File: src/rtl/imem_loader_pkg.sv
// Shared types and constants for the instruction-memory image loader.
package imem_loader_pkg;

  typedef enum logic [2:0] {
    IDLE,
    LEN_LO,
    LEN_HI,
    PAYLOAD,
    CHECK,
    DONE,
    ERROR
  } loader_state_t;

  localparam int HDR_BYTES = 2;
  localparam int CSUM_W    = 8;
  localparam int LEN_W     = HDR_BYTES * 8;

endpackage

File: src/rtl/imem_loader.sv
// Streams a length-prefixed, checksummed image into instruction memory one byte write per payload byte.
// Writes are registered (one cycle after accept); in_ready is low outside the load states, so the source stalls.
module imem_loader
  import imem_loader_pkg::*;
#(
  parameter int MEM_BYTES = 256,
  parameter int ADDR_W    = 32
) (
  input  logic              clk,
  input  logic              reset,
  input  logic              start,
  input  logic              in_valid,
  input  logic [7:0]        in_data,
  output logic              in_ready,
  output logic              wr_en,
  output logic [ADDR_W-1:0] wr_addr,
  output logic [7:0]        wr_data,
  output logic              core_hold,
  output logic              busy,
  output logic              done,
  output logic              error
);

  localparam logic [LEN_W:0] MAX_LEN = (LEN_W + 1)'(MEM_BYTES);

  loader_state_t     state, state_nxt;
  logic [7:0]        len_lo;
  logic [LEN_W-1:0]  len, cnt, cnt_inc, len_in;
  logic [CSUM_W-1:0] csum;
  logic [ADDR_W-1:0] addr;
  logic              accept;

  assign accept  = in_valid & in_ready;
  assign len_in  = {in_data, len_lo};
  assign cnt_inc = cnt + LEN_W'(1);

  always_comb begin
    state_nxt = state;
    in_ready  = 1'b0;
    busy      = 1'b0;
    core_hold = 1'b1;
    done      = 1'b0;
    error     = 1'b0;
    case (state)
      IDLE: begin
        if (start) state_nxt = LEN_LO;
      end
      DONE: begin
        core_hold = 1'b0;
        done      = 1'b1;
        if (start) state_nxt = LEN_LO;
      end
      ERROR: begin
        error = 1'b1;
        if (start) state_nxt = LEN_LO;
      end
      LEN_LO: begin
        in_ready = 1'b1;
        busy     = 1'b1;
        if (accept) state_nxt = LEN_HI;
      end
      LEN_HI: begin
        in_ready = 1'b1;
        busy     = 1'b1;
        if (accept) begin
          // Oversized images are rejected before any byte lands in memory.
          if ({1'b0, len_in} > MAX_LEN)  state_nxt = ERROR;
          else if (len_in == '0)         state_nxt = CHECK;
          else                           state_nxt = PAYLOAD;
        end
      end
      PAYLOAD: begin
        in_ready = 1'b1;
        busy     = 1'b1;
        if (accept && cnt_inc == len) state_nxt = CHECK;
      end
      CHECK: begin
        in_ready = 1'b1;
        busy     = 1'b1;
        if (accept) state_nxt = (in_data == csum) ? DONE : ERROR;
      end
      default: state_nxt = IDLE;
    endcase
  end

  always_ff @(posedge clk) begin
    if (reset) begin
      state   <= IDLE;
      len_lo  <= '0;
      len     <= '0;
      cnt     <= '0;
      csum    <= '0;
      addr    <= '0;
      wr_en   <= 1'b0;
      wr_addr <= '0;
      wr_data <= '0;
    end else begin
      state <= state_nxt;
      wr_en <= 1'b0;
      case (state)
        IDLE, DONE, ERROR: begin
          if (start) begin
            len_lo <= '0;
            len    <= '0;
            cnt    <= '0;
            csum   <= '0;
            addr   <= '0;
          end
        end
        LEN_LO:  if (accept) len_lo <= in_data;
        LEN_HI:  if (accept) len <= len_in;
        PAYLOAD: begin
          if (accept) begin
            wr_en   <= 1'b1;
            wr_addr <= addr;
            wr_data <= in_data;
            addr    <= addr + ADDR_W'(1);
            csum    <= csum + in_data;
            cnt     <= cnt_inc;
          end
        end
        default: ;
      endcase
    end
  end

endmodule
File: config.mk
export PLATFORM = sky130hd
export DESIGN_NAME = imem_loader
export DESIGN_NICKNAME = d
export VERILOG_FILES = /design/src/rtl/imem_loader_pkg.sv /design/src/rtl/imem_loader.sv
export SDC_FILE = /design/constraint.sdc
export NUM_CORES = 1
export LEC_CHECK = 0
export ABC_AREA = 1
export CORE_MARGIN = 5
export CORE_UTILIZATION = 35
export CTS_CLUSTER_DIAMETER = 60
export DETAILED_ROUTE_END_ITERATION = 16
export PLACE_DENSITY_LB_ADDON = 0.2
export SLEW_MARGIN = 40
export SYNTH_ARGS = -nofsm -noshare
export SYNTH_HDL_FRONTEND = slang
export SYNTH_SLANG_ARGS = --single-unit
File: constraint.sdc
create_clock -name clk -period 2.1 [get_ports clk]
set_clock_uncertainty 0.1 [all_clocks]
set_input_delay 0.21 -clock clk [delete_from_list [all_inputs] [get_ports clk]]
set_output_delay 0.21 -clock clk [all_outputs]
set_load 0.01 [all_outputs]
==> results_dict.tcl <==
set metrics [dict create \
    viasPerCell 4.89 \
    yosysSeqAreaShare 0.411 \
    totalWireLength_mm 17.6 \
    hold_viol 0 \
    period_minus_slack_ns 2.03 \
    syn_avg_cell_area_um2 7.00 \
    slew_violations 0 \
    cp_common_cell "inv_1" \
    clkPwrFrac 0.405 \
    drcViolationCount 0 \
    fin_tns_setup_ns 0 \
    swShare 0.328 \
    max_freq_mhz 493 \
    cp.required_ns 1.79 \
    antenna_left 0 \
    seqPwrFrac 0.341 \
    synth_cells 862 \
    crit_chain "inv_1 -> nand2_1 -> buf_4 -> nor2_1 -> inv_1 -> clkdlybuf4s50_1" \
    ys_types 44 \
    synth_area_um2 6040 \
    overflow 0 \
    cp-end-kind "output pin" \
    grt_usage 0.182 \
    core_um2 17100 \
    die_h_um 141 \
    n_antenna_cell 0 \
    detail_route.iter0.violations 341 \
    path_class "reg -> out" \
    finalPower_mw 7.58 \
    async_reset_ff_frac 0 \
    crit_buf_inv 4 \
    power.internal_mw 5.09 \
    tightest_slew_ns 0.562 \
    die_x_um 141 \
    yosysWarnings 0 \
    status "completed" \
    rsz0062_at_grt "yes" \
    synthToLayoutAreaGrowth_pct 34.5 \
    htreeDepth 4 \
    period_share 0.966 \
    globalplace.congestion 0.825 \
    crit_fanout 6 \
    ctsHoldBuffers 0 \
    drtPass1Iterations 4 \
    cp-start-kind "flip-flop" \
    hp-class "in -> reg" \
    tritoncts "yes" \
    die_area_um2 20000 \
    peakVddDrop_uv 576 \
    rows 48 \
    slew_headroom 0.625 \
    synth_nets 884 \
    cap_violations 0 \
    initial_utilization 0.353 \
    grt_max_degree 75 \
    clkTransAtPathRegs_ns 0.06 \
    p_leak_nw 3.05 \
    slowest_stage "clkdlybuf4s50_1" \
    dp_hpwl_mm 12.5 \
    fin_nets 998 \
    crit_family "buffers and inverters" \
    wl_per_cell_um 14.5 \
    grt_pass1_vias 5845 \
    ys.flop_type "dfxtp_1" \
    synth_edf_count 0 \
    setup_viol_count_final 0 \
    preCtsSetupSlack_ns -0.274 \
    numCtsBuffers 17 \
    io_buffers 57 \
    vias 5933 \
    timing.final.ws_setup_ns 0.0713 \
    cts-root-buf "clkbuf_16" \
    ys_seq_elements 124 \
    cp_slowest_stage_delay_ns 0.47 \
    cp.arrival_ns 1.72 \
    postPlaceCellArea_um2 7280 \
    design.portCount 58 \
    combPwrFrac 0.254 \
    stdcell_area_um2 8120 \
    drive_above_1_share 0.174 \
    grt_pass1_wl_mm 29.0 \
    cts_max_path_buffers 2 \
    p_per_area_nw_per_um2 933 \
    worstSkewPairLatency_ns 0.42 \
    netSwitchingPower_mw 2.49 \
    antenna_found_initial 0 \
    clock-sinks 124 \
]
-- worst paths after layout --
path	depth (start not counted)	startpoint	end	slack, ns
setup / recovery	6	state[1]	core_hold	0.07
hold reg to reg	2	wr_data[1]	wr_data[1]	0.36
hold / removal	3	reset	addr[0]	0.18
setup reg to reg	15	cnt[1]	state[0]	0.08
-- tightest hold or removal path: stages --
cell and delay, ns:
buf_2 0.12, buf_12 0.20, nor2_1 0.12
-- flip-flops by register name, summed over array words and instances (netlist names) --
| signal | cells |
|---|---|
| wr_addr | 32 |
| addr | 32 |
| len_lo | 8 |
| state | 3 |
| csum | 8 |
| len | 16 |
| wr_en | 1 |
| wr_data | 8 |
| cnt | 16 |
-- placed cells by master (no fill, tap or decap), types with 11 or more instances in the layout --
cell type        count
clkdlybuf4s50_1     52
nor3_1              15
a22oi_1             16
dfxtp_1            113
dfxtp_2             11
o21ai_0             38
a21oi_1            103
clkbuf_16           17
a211oi_1            11
nand4_1             19
buf_4               62
nand2_1            199
nand3_1             43
inv_1               85
nor2_1              75
-- area by class of cell --
class	count	area (um2)
fillers	1728	8990
multi-input cells	618	3280
flip-flops and latches	124	2500
repair buffers	125	1120
clock buffers	18	429
inverters	90	338
well taps	225	282
clock inverters	14	181
-- per-stage QoR --
| step | hold slack, ns | utilization | std cells |
|---|---|---|---|
| floorplan | 0.255 | - | 862 |
| global placement | 0.353 | 0.426 | 1181 |
| detailed placement | 0.355 | 0.426 | 1181 |
| CTS | 0.188 | 0.462 | 1213 |
| global route | 0.200 | 0.475 | 1214 |
| finish | 0.180 | 0.475 | 1214 |
-- logic make-up after synthesis --
logic type      count (synthesis)  share of synthesized area
simple gates                  413                      0.298
compound gates                187                      0.175
flops                         124                      0.411
buf+inv                       120                     0.0771
fa+ha+maj                      10                     0.0220
xor+xnor                        8                     0.0166
-- cells in the mapped netlist, types with 11 or more instances --
cell type | instances | share of area
inv_1 | 85 | 0.053
a21oi_1 | 105 | 0.087
clkbuf_1 | 21 | 0.013
nor3_1 | 17 | 0.014
o21ai_0 | 39 | 0.032
a22oi_1 | 16 | 0.020
nor2_1 | 83 | 0.052
a211oi_1 | 11 | 0.014
nand2_1 | 208 | 0.13
nand4_1 | 19 | 0.020
nand3_1 | 52 | 0.043
dfxtp_1 | 124 | 0.41
-- per-layer routing --
| metal | track usage | up-vias | part of all wire |
|---|---|---|---|
| met5 | 0 | - | 0 |
| met4 | 0.0515 | 0 | 0.013 |
| met3 | 0.0374 | 18 | 0.025 |
| met2 | 0.328 | 62 | 0.52 |
| met1 | 0.218 | 2752 | 0.45 |
| li1 | - | 3101 | - |
-- power groups by stage --
| stage | clock, mW | combinational [mW] | sequential, mW |
|---|---|---|---|
| floorplan | 0 | 1.17 | 2.63 |
| global placement | 0 | 1.87 | 2.62 |
| detailed placement | 0 | 1.87 | 2.63 |
| CTS | 3.11 | 1.87 | 2.58 |
| global route | 3.24 | 2.13 | 2.61 |
| finish | 3.07 | 1.92 | 2.58 |
-- timing repair --
action	CTS	global route
gates resized for setup	8	58
setup buffers	0	1
pin swaps	0	18
setup endpoints to repair	5	30
Note: power is estimated with default switching activity, not from simulation.
